===== config.mk =====
export PLATFORM = sky130hd
export DESIGN_NAME = subtractor_8b
export DESIGN_NICKNAME = d
export VERILOG_FILES = /design/src/rtl/sub_pkg.sv /design/src/rtl/full_subtractor.sv /design/src/rtl/subtractor_8b.sv
export SDC_FILE = /design/constraint.sdc
export NUM_CORES = 1
export LEC_CHECK = 0
export ABC_AREA = 1
export ABC_CLOCK_PERIOD_IN_PS = 10000
export CAP_MARGIN = 20
export CORE_MARGIN = 2
export CORE_UTILIZATION = 42
export CTS_CLUSTER_DIAMETER = 100
export DETAILED_ROUTE_END_ITERATION = 10
export HOLD_SLACK_MARGIN = 0.1
export PLACE_DENSITY = 0.83
export SYNTH_ARGS = -nofsm -noshare
export SYNTH_HDL_FRONTEND = slang
export SYNTH_SLANG_ARGS = --single-unit

===== constraint.sdc =====
create_clock -name clk -period 10 [get_ports clk]
set_clock_uncertainty 0.2 [all_clocks]
set_input_delay 2 -clock clk [delete_from_list [all_inputs] [get_ports clk]]
set_output_delay 2 -clock clk [all_outputs]
set_load 0.02 [all_outputs]

===== src/rtl/sub_pkg.sv =====
// Shared width constant and result types for the 8-bit subtractor.
package sub_pkg;
  localparam int SUB_W = 8;

  typedef logic [SUB_W-1:0] sub_word_t;

  // Registered result bundle: difference plus status flags.
  typedef struct packed {
    sub_word_t diff;
    logic      borrow;
    logic      ovf;
    logic      zero;
  } sub_res_t;
endpackage


===== src/rtl/full_subtractor.sv =====
// One-bit full subtractor: d = a - b - bin, with borrow out.
module full_subtractor (
  input  logic a,
  input  logic b,
  input  logic bin,
  output logic d,
  output logic bout
);
  assign d    = a ^ b ^ bin;
  // Borrow when b exceeds a, or a == b and a borrow is pending.
  assign bout = (~a & b) | (~(a ^ b) & bin);
endmodule


===== src/rtl/subtractor_8b.sv =====
// 8-bit ripple subtractor: combinational difference plus a one-cycle
// registered result with borrow / signed-overflow / zero flags.
module subtractor_8b
  import sub_pkg::*;
(
  input  logic             clk,
  input  logic             rst_n,
  input  logic [SUB_W-1:0] a,
  input  logic [SUB_W-1:0] b,
  input  logic             in_valid,
  output logic [SUB_W-1:0] diff,
  output logic [SUB_W-1:0] diff_q,
  output logic             borrow_q,
  output logic             ovf_q,
  output logic             zero_q,
  output logic             out_valid
);
  localparam int STAGES = 1;

  logic [SUB_W:0] bchain;
  sub_res_t       res_c;
  sub_res_t       res_q;
  logic [STAGES:0] vld_pipe;

  assign bchain[0] = 1'b0;

  // Borrow ripples LSB to MSB through one cell per bit.
  for (genvar i = 0; i < SUB_W; i++) begin : g_fs
    full_subtractor u_fs (
      .a    (a[i]),
      .b    (b[i]),
      .bin  (bchain[i]),
      .d    (diff[i]),
      .bout (bchain[i+1])
    );
  end

  // Flags derived from the ripple result; overflow when operand signs
  // differ and the result sign departs from the minuend's.
  always_comb begin
    res_c.diff   = diff;
    res_c.borrow = bchain[SUB_W];
    res_c.ovf    = (a[SUB_W-1] ^ b[SUB_W-1]) & (diff[SUB_W-1] ^ a[SUB_W-1]);
    res_c.zero   = (diff == '0);
  end

  // Result bank loads only on in_valid; reset clears everything, so
  // zero_q reads 0 in reset even though diff_q is 0.
  always_ff @(posedge clk or negedge rst_n) begin
    if (!rst_n)        res_q <= '0;
    else if (in_valid) res_q <= res_c;
  end

  assign vld_pipe[0] = in_valid;

  // Valid strobe trails in_valid by the register latency.
  always_ff @(posedge clk or negedge rst_n) begin
    if (!rst_n) vld_pipe[STAGES:1] <= '0;
    else        vld_pipe[STAGES:1] <= vld_pipe[STAGES-1:0];
  end

  assign diff_q    = res_q.diff;
  assign borrow_q  = res_q.borrow;
  assign ovf_q     = res_q.ovf;
  assign zero_q    = res_q.zero;
  assign out_valid = vld_pipe[STAGES];
endmodule


==> results_dict.tcl, run 1 <==
set metrics [dict create \
    status "complete, no violations" \
    startpoint_type "input port" \
    gp_congestion 0.664 \
    first_pass_iters 4 \
    initialDrtViolationCount 8 \
    num_io_pins 39 \
    clockBufferDepth 2 \
    max_slew_margin_pct 64.0 \
    synth_ff_type "dfrtp_1" \
    grt_pass1_vias 609 \
    yosysWarnings 0 \
    ys_seq_area_share_pct 38.3 \
    grt_overflow 0 \
    hold_violations 0 \
    syn_nets 109 \
    syn_inst 81 \
    die_area_um2 2230 \
    min_period_ns 8.31 \
    area_growth_pct 47.0 \
    ant_nets 0 \
    chipHeight_um 47.2 \
    row_count 15 \
    track_usage_pct 16.7 \
    antenna_cells 0 \
    hpwl_um 1330 \
    drive_gt1_share_pct 11.4 \
    clkTransAtPathRegs_ns 0.07 \
    min_period_over_period_pct 83.1 \
    leakagePower_nw 0.556 \
    routed_wl_um 1590 \
    placed_area_um2 1110 \
    ctsHtreeMaxLevel 1 \
    via_per_inst 4.37 \
    cts_tree "yes" \
    worstPathRequired_ns 7.80 \
    setup.worst_path.class "in2out" \
    cts.sinks 12 \
    drv_cap 0 \
    worst-path-max-fanout 3 \
    reg2reg_slack_ns 9.14 \
    drcViolationCount 0 \
    synth.area.top_cells "dfrtp_1, fa_1, o21ai_2" \
    numCtsBuffers 3 \
    synth_cell_types 12 \
    worstSetupStartpoint "a[0]" \
    hp-start "diff_q[1]" \
    syn_area_per_cell_um2 9.67 \
    synth_top_area_share_pct 38.3 \
    rsz0062_at_grt "no" \
    fin_nets 143 \
    cts_setup_buffers 0 \
    p_per_area_nw_per_um2 153 \
    setup_viol 0 \
    via_count 607 \
    worst_slew_pin_slew_ns 0.539 \
    ir_drop_uv 83.2 \
    portBuffers 38 \
    final_max_slew_viol_count 0 \
    die_w_um 47.2 \
    wl_per_cell_um 11.5 \
    synth_edf_count 0 \
    tns_ns 0 \
    cts-resized-gates 0 \
    grt_antenna_before_repair 0 \
    arrival_ns 6.11 \
    cp-end-kind "primary output" \
    fmax_ghz 0.120 \
    grt_pass1_wl_um 2610 \
    netlist_area_um2 783 \
    initial_utilization_pct 44.9 \
    grt_max_degree 20 \
    min_path_type "reg2reg" \
    root_buffer "clkbuf_4" \
    yosys.area.top_type "dfrtp_1" \
    hold-worst-slack_ns 0.284 \
    synthTopCellsByCount "inv_1, nand2_1, dfrtp_1" \
    core_area_um2 1750 \
    postCtsHoldBufs 0 \
    synth_seq_cells 12 \
    ys_async_sr_fraction_pct 100 \
    clock_latency_ns 0.27 \
    reg2reg_from "diff_q[3]" \
    fin_area_um2 1150 \
]
==> state kept, by name (all words and copies together) (netlist names) <==
signal	cells
diff_q	8
borrow_q	1
out_valid	1
ovf_q	1
zero_q	1
==> critical path, stage by stage <==
cell and delay (ns):
clkdlybuf4s50_1 0.45, inv_1 0.04, ha_1 0.20, fa_1 0.40
fa_1 0.40, fa_1 0.39, fa_1 0.39, fa_1 0.39
fa_1 0.39, inv_1 0.08, fa_1 0.43, clkdlybuf4s50_1 0.56
==> stage by stage <==
stage / std cells / utilization [%] / setup WS [ns] / power (W)
CTS: 139 / 65.9 / 1.66 / 0.000179
global route: 139 / 65.9 / 1.55 / 0.000188
finish: 139 / 65.9 / 1.69 / 0.000176
detailed placement: 135 / 63.9 / 1.66 / 0.000139
global placement: 135 / 63.9 / 1.76 / 0.000137
floorplan: 81 / - / 2.67 / 0.000109
==> kinds of logic (layout without fill, tap and decap cells) <==
logic type | after synthesis | after routing | synth area share, %
buffers and inverters | 28 | 61 | 19.3
AND/OR/NAND/NOR | 23 | 23 | 11.3
flip-flops | 12 | 12 | 38.3
AO/OA/AOI/OAI | 9 | 9 | 9.90
adder cells (fa/ha/maj) | 9 | 9 | 21.1
==> final timing paths <==
kind                             endpoint  cells past startpoint
worst max-delay path              diff[7]                     12
worst min-delay path            diff_q[1]                      2
worst max register to register  diff_q[3]                      2
worst min register to register  diff_q[1]                      2
max in group asynchronous       diff_q[7]                      1
min in group asynchronous       diff_q[5]                      1
==> final cells by class <==
class | instances | area [µm²]
clock buffer | 4 | 36.3
multi-input combinational | 41 | 332
inverter | 19 | 71.3
sequential | 12 | 300
timing repair buffer | 38 | 380
tap | 25 | 31.3
fill | 137 | 594
==> cells in the final DEF (no fill, tap or decap) <==
cell / instances
clkbuf_4: 3
inv_2: 1
fa_1: 7
o21ai_2: 8
clkbuf_8: 1
clkdlybuf4s50_1: 38
ha_1: 2
o21a_1: 1
nand3_1: 2
dfrtp_1: 12
nor2_1: 3
inv_1: 18
nand2_1: 18
==> report_power, final <==
part | internal [W] | leakage (nW) | switching, W
Clock | 0.0000221 | 0.0210 | 0.0000166
Combinational | 0.0000390 | 0.388 | 0.0000397
Sequential | 0.0000554 | 0.147 | 0.00000368
==> routing by layer <==
metal  global-route usage, %  wire length, µm  vias up
met1                    21.2              612      287
met3                    3.46               78        0
met4                    3.33                0        0
met5                       0                0        -
li1                        -                -      297
met2                    29.3              900       23
(Power assumes the default switching activity.)
==> run 2, diff against run 1 <==
--- a/config.mk
+++ b/config.mk
@@ -6,14 +6,14 @@
 export NUM_CORES = 1
 export LEC_CHECK = 0
 export ABC_AREA = 1
-export ABC_CLOCK_PERIOD_IN_PS = 10000
+export ABC_CLOCK_PERIOD_IN_PS = 8000
 export CAP_MARGIN = 20
 export CORE_MARGIN = 2
-export CORE_UTILIZATION = 42
+export CORE_UTILIZATION = 39
 export CTS_CLUSTER_DIAMETER = 100
 export DETAILED_ROUTE_END_ITERATION = 10
 export HOLD_SLACK_MARGIN = 0.1
-export PLACE_DENSITY = 0.83
+export PLACE_DENSITY = 0.78
 export SYNTH_ARGS = -nofsm -noshare
 export SYNTH_HDL_FRONTEND = slang
 export SYNTH_SLANG_ARGS = --single-unit
==> constraint.sdc (replaced) <==
create_clock -name clk -period 8 [get_ports clk]
set_clock_uncertainty 0.2 [all_clocks]
set_input_delay 1.6 -clock clk [delete_from_list [all_inputs] [get_ports clk]]
set_output_delay 1.6 -clock clk [all_outputs]
set_load 0.02 [all_outputs]
==> run 2 against run 1 <==
Register-to-register slack worse by 2.0 ns. Global-route usage fell by 1.9 points. Utilization decreased by 6.6 points. Clock power decreased by 6.5%. Sequential power increased by 25%. Combinational power is 25% higher. Hold slack lost 0.0044 ns. Critical path type unchanged.
==> results_dict.tcl, run 2 (synthesis results as in run 1) <==
set metrics [dict create \
    status "complete, no violations" \
    drv_cap 0 \
    worst_slew_pin_slew_ns 0.545 \
    setup_viol 0 \
    min_period_ns 7.53 \
    min_period_over_period_pct 94.1 \
    cts_tree "yes" \
    arrival_ns 5.73 \
    grt_antenna_before_repair 0 \
    cts.sinks 12 \
    wl_per_cell_um 11.0 \
    cp-end-kind "primary output" \
    switching_share_pct 34.9 \
    drcViolationCount 0 \
    die_area_um2 2380 \
    largest_reg_flops 8 \
    multiInputGateArea_um2 332 \
    min_path_type "reg2reg" \
    layout_common_cells "clkdlybuf4s50_1, inv_1, nand2_1" \
    cpMaxStageDelayCell "clkdlybuf4s50_1" \
    intPower_w 0.000135 \
    max_slew_margin_pct 63.6 \
    grt_max_degree 20 \
    placed_area_um2 1120 \
    rsz0062_at_grt "no" \
    die_w_um 48.8 \
    gp_congestion 0.679 \
    postCtsHoldBufs 0 \
    routed_wl_um 1540 \
    power_switching_w 0.0000726 \
    hpwl_um 1310 \
    grt_pass1_wl_um 2620 \
    p_comb_share_pct 47.2 \
    num_io_pins 39 \
    setup.worst_path.class "in2out" \
    row_count 16 \
    ir_drop_uv 100 \
    chipHeight_um 48.8 \
    track_usage_pct 14.8 \
    fin_nets 143 \
    portBuffers 38 \
    p_per_area_nw_per_um2 182 \
    leakagePower_nw 0.549 \
    first_pass_iters 5 \
    clkPwrFrac_pct 17.4 \
    cts-resized-gates 0 \
    max_stage_delay_ns 0.56 \
    final_max_slew_viol_count 0 \
    worst-path-max-fanout 3 \
    ant_nets 0 \
    clock_latency_ns 0.27 \
    initial_utilization_pct 40.8 \
    ctsHtreeMaxLevel 1 \
    root_buffer "clkbuf_4" \
    grt_pass1_vias 602 \
    cp_cell_sequence "clkdlybuf4s50_1 -> inv_1 -> ha_1 -> fa_1 -> fa_1 -> fa_1 -> fa_1 -> fa_1 -> fa_1 -> inv_1 -> fa_1 -> clkdlybuf4s50_1" \
    final_common_cell "clkdlybuf4s50_1" \
    via_count 591 \
    clockBufferDepth 2 \
    clkTransAtPathRegs_ns 0.07 \
    seq_power_share_pct 35.4 \
    regArea_um2 300 \
    antenna_cells 0 \
    via_per_inst 4.22 \
    cts_setup_buffers 0 \
    drive_gt1_share_pct 10.6 \
    fin_area_um2 1140 \
    total_power_w 0.000208 \
    grt_overflow 0 \
    hold_violations 0 \
    core_area_um2 1920 \
    fillers 179 \
    area_growth_pct 45.5 \
    initialDrtViolationCount 16 \
    tns_ns 0 \
    worstPathRequired_ns 6.20 \
    crit_path_frequent_cell "fa_1" \
    fmax_ghz 0.133 \
    numCtsBuffers 3 \
    startpoint_type "input port" \
]
==> run 2: changes by cell type in the layout (fill, tap and decap cells not counted), sizes merged <==
cell,change
clkbuf,-1
==> run 2: area by class of cell <==
type | instances | share of cell area (%)
Inverter | 19 | 6.26
Timing Repair Buffer | 38 | 33.4
Sequential cell | 12 | 26.3
Multi-Input combinational cell | 41 | 29.1
Clock buffer | 3 | 1.98
Tap cell | 27 | 2.96
==> run 2: power groups by stage <==
stage	Clock, W	Sequential (W)	Combinational [W]
floorplan	0	0.0000856	0.0000506
global placement	0	0.0000748	0.0000972
detailed placement	0	0.0000749	0.0000990
CTS	0.0000377	0.0000738	0.0000996
global route	0.0000402	0.0000747	0.000106
finish	0.0000362	0.0000736	0.0000981
==> run 2: worst max-delay path, delay by kind of cell <==
family / cells / cell delay, ns
fa+ha+maj: 8 / 3.00
buf+inv: 4 / 1.14
==> run 2: layer usage <==
| layer | routed length, µm | up-vias | global-route usage [%] |
|---|---|---|---|
| met5 | 0 | - | 0 |
| met3 | 65 | 2 | 2.45 |
| met4 | 19 | 0 | 8.57 |
| met2 | 851 | 20 | 25.8 |
| li1 | - | 294 | - |
| met1 | 604 | 275 | 17.0 |
==> run 2: final timing paths <==
path	from	endpoint	slack [ns]	cells past startpoint
worst min-delay path	zero_q	zero_q	0.28	2
worst min register to register	zero_q	zero_q	0.28	2
min in group asynchronous	rst_n	diff_q[6]	1.48	1
worst max register to register	diff_q[7]	diff_q[7]	7.15	1
worst max-delay path	a[0]	diff[7]	0.47	12
max in group asynchronous	rst_n	out_valid	5.76	1
==> run 2: stage by stage <==
| stage | util, % | setup WS, ns | hold WS (ns) | instances |
|---|---|---|---|---|
| 3_5_place_dp | 58.1 | 0.443 | 0.266 | 137 |
| 2_1_floorplan | - | 1.47 | 0.384 | 81 |
| 5_1_grt | 59.3 | 0.339 | 0.303 | 140 |
| 3_3_place_gp | 58.1 | 0.551 | 0.264 | 137 |
| 6_report | 59.3 | 0.473 | 0.280 | 140 |
| 4_1_cts | 59.3 | 0.441 | 0.286 | 140 |
